==> src/rtl/regfile_pkg.sv <==
// ---------------------------------------------------------------------------
// regfile_pkg : shared widths, the zero-register constant and the grant type
// Revision    : 1.0
// ---------------------------------------------------------------------------
`default_nettype none

package regfile_pkg;
  localparam int ADDR_W_DEF = 5;
  localparam int DATA_W_DEF = 32;
  localparam logic [ADDR_W_DEF-1:0] REG_ZERO = '0;

  typedef enum logic [1:0] {
    GNT_NONE = 2'd0,
    GNT_A    = 2'd1,
    GNT_B    = 2'd2
  } grant_e;
endpackage

`default_nettype wire

==> src/rtl/rf_scoreboard.sv <==
// ---------------------------------------------------------------------------
// rf_scoreboard : pending-write vector plus decode-stage busy lookup (opt. WB_FORWARD_EN)
// Revision      : 1.0
// ---------------------------------------------------------------------------
`default_nettype none

module rf_scoreboard
  import regfile_pkg::*;
#(
  parameter int ADDR_W = ADDR_W_DEF
`ifdef WB_FORWARD_EN
  , parameter int DATA_W = DATA_W_DEF
`endif
) (
  input  logic              clk,
  input  logic              rst_n,
  input  logic              issue_en_i,
  input  logic [ADDR_W-1:0] issue_addr_i,
  input  logic              wr_en_i,
  input  logic [ADDR_W-1:0] wr_a_i,
`ifdef WB_FORWARD_EN
  input  logic [DATA_W-1:0] wr_data_i,
  output logic [DATA_W-1:0] fwd1_o,
  output logic [DATA_W-1:0] fwd2_o,
`endif
  input  logic [ADDR_W-1:0] chk_a1_i,
  input  logic [ADDR_W-1:0] chk_a2_i,
  output logic              busy1_o,
  output logic              busy2_o,
  output logic              busy_any_o
);
  localparam int NREG = 1 << ADDR_W;

  logic [NREG-1:0] busy_q;
  logic [NREG-1:0] busy_d;
  logic            nz1;
  logic            nz2;

  // Clear is applied first so a same-cycle set to the same register wins.
  always_comb begin
    busy_d = busy_q;
    if (wr_en_i) busy_d[wr_a_i] = 1'b0;
    if (issue_en_i && (issue_addr_i != ADDR_W'(REG_ZERO))) busy_d[issue_addr_i] = 1'b1;
  end

  always_ff @(posedge clk or negedge rst_n) begin
    if (!rst_n) busy_q <= '0;
    else        busy_q <= busy_d;
  end

  assign nz1        = (chk_a1_i != ADDR_W'(REG_ZERO));
  assign nz2        = (chk_a2_i != ADDR_W'(REG_ZERO));
  assign busy_any_o = |busy_q;

`ifdef WB_FORWARD_EN
  logic hit1;
  logic hit2;
  assign hit1    = wr_en_i && nz1 && (wr_a_i == chk_a1_i);
  assign hit2    = wr_en_i && nz2 && (wr_a_i == chk_a2_i);
  assign busy1_o = nz1 && busy_q[chk_a1_i] && !hit1;
  assign busy2_o = nz2 && busy_q[chk_a2_i] && !hit2;
  assign fwd1_o  = hit1 ? wr_data_i : '0;
  assign fwd2_o  = hit2 ? wr_data_i : '0;
`else
  assign busy1_o = nz1 && busy_q[chk_a1_i];
  assign busy2_o = nz2 && busy_q[chk_a2_i];
`endif
endmodule

`default_nettype wire

==> src/rtl/regfile_wb_arbiter.sv <==
// ---------------------------------------------------------------------------
// regfile_wb_arbiter : two-port writeback arbiter with anti-starvation and scoreboard
// Optional macro WB_FORWARD_EN adds fwd1/fwd2 bypass outputs.  Revision : 1.0
// ---------------------------------------------------------------------------
`default_nettype none

module regfile_wb_arbiter
  import regfile_pkg::*;
#(
  parameter int ADDR_W     = ADDR_W_DEF,
  parameter int DATA_W     = DATA_W_DEF,
  parameter int STARVE_MAX = 4
) (
  input  logic              clk,
  input  logic              rst_n,
  input  logic              a_valid,
  output logic              a_ready,
  input  logic [ADDR_W-1:0] a_addr,
  input  logic [DATA_W-1:0] a_data,
  input  logic              b_valid,
  output logic              b_ready,
  input  logic [ADDR_W-1:0] b_addr,
  input  logic [DATA_W-1:0] b_data,
  input  logic              issue_en,
  input  logic [ADDR_W-1:0] issue_addr,
  input  logic [ADDR_W-1:0] chk_a1,
  input  logic [ADDR_W-1:0] chk_a2,
  output logic              busy1,
  output logic              busy2,
`ifdef WB_FORWARD_EN
  output logic [DATA_W-1:0] fwd1,
  output logic [DATA_W-1:0] fwd2,
`endif
  output logic              write_en,
  output logic [ADDR_W-1:0] write_a,
  output logic [DATA_W-1:0] write_data,
  output logic              idle
);
  localparam int SW = (STARVE_MAX < 1) ? 1 : $clog2(STARVE_MAX + 1);
  localparam logic [SW-1:0] STARVE_LIM = SW'(STARVE_MAX);

  grant_e            gnt;
  logic [SW-1:0]     starve_q, starve_d;
  logic              write_en_q, write_en_d;
  logic [ADDR_W-1:0] write_a_q, write_a_d;
  logic [DATA_W-1:0] write_data_q, write_data_d;
  logic              busy_any;

  // B wins only when A is absent or B has lost STARVE_MAX cycles in a row.
  always_comb begin
    gnt = GNT_NONE;
    if (b_valid && (!a_valid || (starve_q == STARVE_LIM))) gnt = GNT_B;
    else if (a_valid)                                        gnt = GNT_A;
  end

  assign a_ready = rst_n && (gnt == GNT_A);
  assign b_ready = rst_n && (gnt == GNT_B);

  always_comb begin
    starve_d = starve_q;
    if (!b_valid || (gnt == GNT_B)) starve_d = '0;
    else if (starve_q != STARVE_LIM) starve_d = starve_q + 1'b1;
  end

  always_comb begin
    write_a_d    = write_a_q;
    write_data_d = write_data_q;
    write_en_d   = 1'b0;
    if (gnt == GNT_B) begin
      write_a_d    = b_addr;
      write_data_d = b_data;
    end else if (gnt == GNT_A) begin
      write_a_d    = a_addr;
      write_data_d = a_data;
    end
    if (gnt != GNT_NONE) write_en_d = (write_a_d != ADDR_W'(REG_ZERO));
  end

  always_ff @(posedge clk or negedge rst_n) begin
    if (!rst_n) begin
      starve_q     <= '0;
      write_en_q   <= 1'b0;
      write_a_q    <= '0;
      write_data_q <= '0;
    end else begin
      starve_q     <= starve_d;
      write_en_q   <= write_en_d;
      write_a_q    <= write_a_d;
      write_data_q <= write_data_d;
    end
  end

  assign write_en   = write_en_q;
  assign write_a    = write_a_q;
  assign write_data = write_data_q;
  assign idle       = !rst_n || (!busy_any && !a_valid && !b_valid && !write_en_q);

  rf_scoreboard #(
    .ADDR_W (ADDR_W)
`ifdef WB_FORWARD_EN
    , .DATA_W (DATA_W)
`endif
  ) u_scoreboard (
    .clk          (clk),
    .rst_n        (rst_n),
    .issue_en_i   (issue_en),
    .issue_addr_i (issue_addr),
    .wr_en_i      (write_en_q),
    .wr_a_i       (write_a_q),
`ifdef WB_FORWARD_EN
    .wr_data_i    (write_data_q),
    .fwd1_o       (fwd1),
    .fwd2_o       (fwd2),
`endif
    .chk_a1_i     (chk_a1),
    .chk_a2_i     (chk_a2),
    .busy1_o      (busy1),
    .busy2_o      (busy2),
    .busy_any_o   (busy_any)
  );
endmodule

`default_nettype wire

==> config.mk <==
export PLATFORM = sky130hd
export DESIGN_NAME = regfile_wb_arbiter
export DESIGN_NICKNAME = d
export VERILOG_FILES = /design/src/rtl/regfile_pkg.sv /design/src/rtl/rf_scoreboard.sv /design/src/rtl/regfile_wb_arbiter.sv
export SDC_FILE = /design/constraint.sdc
export NUM_CORES = 1
export LEC_CHECK = 0
export CAP_MARGIN = 40
export CORE_AREA = 10 10 104 106
export DETAILED_ROUTE_END_ITERATION = 12
export DIE_AREA = 0 0 114 116
export PLACE_DENSITY = 0.8
export SLEW_MARGIN = 20
export SYNTH_ARGS = -nofsm -noshare
export SYNTH_HDL_FRONTEND = slang
export SYNTH_SLANG_ARGS = --single-unit
==> constraint.sdc <==
create_clock -name clk -period 2.6 [get_ports clk]
set_clock_uncertainty 0.2 [all_clocks]
set_input_delay 0.78 -clock clk [delete_from_list [all_inputs] [get_ports clk]]
set_output_delay 0.78 -clock clk [all_outputs]
set_load 0.01 [all_outputs]
==> flow_metrics.env <==
export IMPL_status="finished with violations"
export IMPL_violations="negative setup slack"
export IMPL_clk_pin_slew_worst_paths_ps=70
export IMPL_track_usage_pct=21.47
export IMPL_timing_final_ws_setup_ps=-264.7
export IMPL_n_antenna_cell=0
export IMPL_power_leakage_nw=2.552
export IMPL_synthDistinctLibCells=42
export IMPL_drt_antenna_violating_nets=0
export IMPL_core_mm2=0.008678
export IMPL_vias_per_cell=5.858
export IMPL_finalCritPeriodShare_pct=110.2
export IMPL_powerDensity_mw_per_mm2=667.0
export IMPL_min_period_ps=2865
export IMPL_grt_pass1_vias=4383
export IMPL_grt_overflow_total=0
export IMPL_yosysSeqAreaShare_pct=47.30
export IMPL_maxCapViolCount=0
export IMPL_critPathBufInv=2
export IMPL_reg2reg_depth=7
export IMPL_ys_ff_latch=73
export IMPL_vdd_ir_drop_max_uv=386.0
export IMPL_max_freq_ghz=0.3491
export IMPL_synth_most_common_cell="nand2_1"
export IMPL_hold_viol_final=0
export IMPL_dieWidth_um=114
export IMPL_reg2reg_to="write_en"
export IMPL_reg2reg_from="starve_q[1]"
export IMPL_worstHoldPathType="in2async"
export IMPL_clock_sinks=73
export IMPL_grt_pass1_wl_um=22720
export IMPL_yosysTopAreaCell="dfrtp_1"
export IMPL_slowest_delay_ps=500
export IMPL_clk_latency_ps=340
export IMPL_nNetsFinal=682
export IMPL_async_reset_ff_share_pct=100.0
export IMPL_timing_hold_ws_ps=74.06
export IMPL_dr_pass1_iters=7
export IMPL_drt_iter0_drc=305
export IMPL_cts_made_buffers=9
export IMPL_syn_nets=501
export IMPL_avgSynthCellArea_um2=9.537
export IMPL_die_h_um=116
export IMPL_max_slew_worst_pin_slew_ps=392.8
export IMPL_rows=34
export IMPL_synthTopCellsByCount="81 x nand2_1, 73 x dfrtp_1, 64 x o21ai_0"
export IMPL_synth_top_area_share_pct=47.30
export IMPL_via_count=4077
export IMPL_ys_flop_type="dfrtp_1"
export IMPL_antenna_found_initial=0
export IMPL_cts_buffer_depth=2
export IMPL_grt_max_degree=56
export IMPL_gp_congestion=0.9666
export IMPL_crit_path_max_fanout=7
export IMPL_arrival_ps=1880
export IMPL_wl_per_cell_um=21.42
export IMPL_io_buffer_count=136
export IMPL_crit_path_start_kind="primary input"
export IMPL_cts_htree_levels=3
export IMPL_worstSetupPathType="in2out"
export IMPL_dpl_worst_slack_ps=-1290
export IMPL_setup_violations=3
export IMPL_slew_headroom_pct=73.65
export IMPL_ff_latch_area_mm2=0.001827
export IMPL_critPathRequiredTime_ps=1620
export IMPL_n_fill_cell=635
export IMPL_area_growth_pct=57.82
export IMPL_dp_hpwl_um=11050
export IMPL_ys_warn_count=0
export IMPL_multi_input_area_mm2=0.002135
export IMPL_synthTopCellsByArea="dfrtp_1 47%, o21ai_0 8.3%, nand2_1 7.9%, mux2i_1 6.2%, a22oi_1 6.2%"
export IMPL_io_pins=137
export IMPL_crit_chain="buf_12 > mux4_2 > nor2_2 > a2bb2oi_2 > nand3_2 > buf_6"
export IMPL_worstSetupEndpointType="primary output"
export IMPL_rsz0062_at_grt="true"
export IMPL_final_layout_size_suffix_gt1_share_pct=21.94
export IMPL_drc=0
export IMPL_synth_edf_count=0
export IMPL_finalMaxSlewViolations=0
export IMPL_start_util_pct=44.51
export IMPL_wl_um=14910
export IMPL_dieArea_mm2=0.01322
export IMPL_r2r_slack_ps=470
export IMPL_critPathTopFamily="multiplexers"
export IMPL_root_buffer="clkbuf_8"
export IMPL_cpMaxStageDelayCell="mux4_2"
export IMPL_synth_area_mm2=0.003862
export IMPL_cts_tree="built"
export IMPL_syn_inst=405
[power by group]
group	internal (mW)	switching (mW)	total, mW
logic	0.805	0.750	1.56
clock network	0.410	0.387	0.797
registers	1.41	0.300	1.71
total	2.63	1.44	4.07
[layout by cell type, fill, tap and decap left out, drive strengths merged, types with 2 or more instances in the layout]
cell,instances
nand3,11
nand3b,10
buf,69
inv,5
clkdlybuf4s50,118
o21ai,69
or3,2
or3b,4
dfrtp,73
nor2b,8
a22oi,32
a31oi,2
a221oi,4
nor4,8
nand4b,4
mux2i,24
a21oi,2
nand2,81
nor2,17
ha,2
clkdlybuf4s15,2
a2bb2oi,2
a211oi,2
mux4,4
a2111oi,6
nor3,3
clkbuf,14
dlygate4sd2,2
[how the worst max path moves through the flow]
stage	from	end	slack [ps]	cells after the start
2_1_floorplan	chk_a1[2]	busy1	-100	5
3_3_place_gp	chk_a1[2]	busy1	-1170	8
3_5_place_dp	chk_a1[2]	busy1	-1290	8
4_1_cts	chk_a2[2]	busy2	-300	7
5_1_grt	chk_a2[2]	busy2	-310	8
6_report	chk_a2[2]	busy2	-260	6
[cell type report]
type	instances	area share [%]
clock buffers	13	2.771
multi-input cells	305	35.02
inverters	5	0.3079
flip-flops and latches	73	29.97
well taps	108	2.217
repair buffers	192	29.72
[worst register-to-register path, stage by stage (launching register included)]
cell	delay, ps
dfrtp_1	380
inv_1	60
ha_1	180
nand2_2	100
a21boi_4	180
buf_4	390
o21ai_1	160
o32a_1	360
[per-stage QoR]
step                      utilization [%]  power, mW  cell area, um2  setup TNS, ps  std cells
after floorplan                         -      2.202            3885         -199.9        405
after global placement              64.91      2.993            5633          -9057        678
after detailed placement            65.22      3.066            5660         -10170        679
after CTS                           68.90      3.926            5979         -675.2        697
after global routing                70.24      4.251            6096         -839.1        696
final                               70.24      4.066            6096         -659.4        696
[logic make-up after synthesis]
logic type      share of synthesized area (%)
compound gates                          20.34
fa+ha+maj                              0.6478
buf+inv                                 4.244
flops                                   47.30
mux                                     8.746
simple gates                            18.72
[routing by layer]
| layer | global-route usage (%) | wire [um] | up-vias | part of all wire (%) |
|---|---|---|---|---|
| li1 | - | - | 1847 | - |
| met1 | 22.41 | 5190 | 1942 | 35 |
| met2 | 35.80 | 7215 | 243 | 48 |
| met3 | 11.27 | 2024 | 45 | 14 |
| met4 | 8.772 | 482 | 0 | 3.2 |
| met5 | 0 | 0 | - | 0 |
[state kept, by name, summed over array words and instances, names as in the netlist]
register,count
starve_q,3
u_scoreboard.busy_q,32
write_data,32
write_en,1
write_a,5
[repair_timing]
item                       CTS  global route
buffers inserted             5             0
hold buffers                 0             0
gates resized for setup     81            43
setup endpoints to repair    5             4
pin swaps                   15            15
Power figures use the tool's default switching activity.
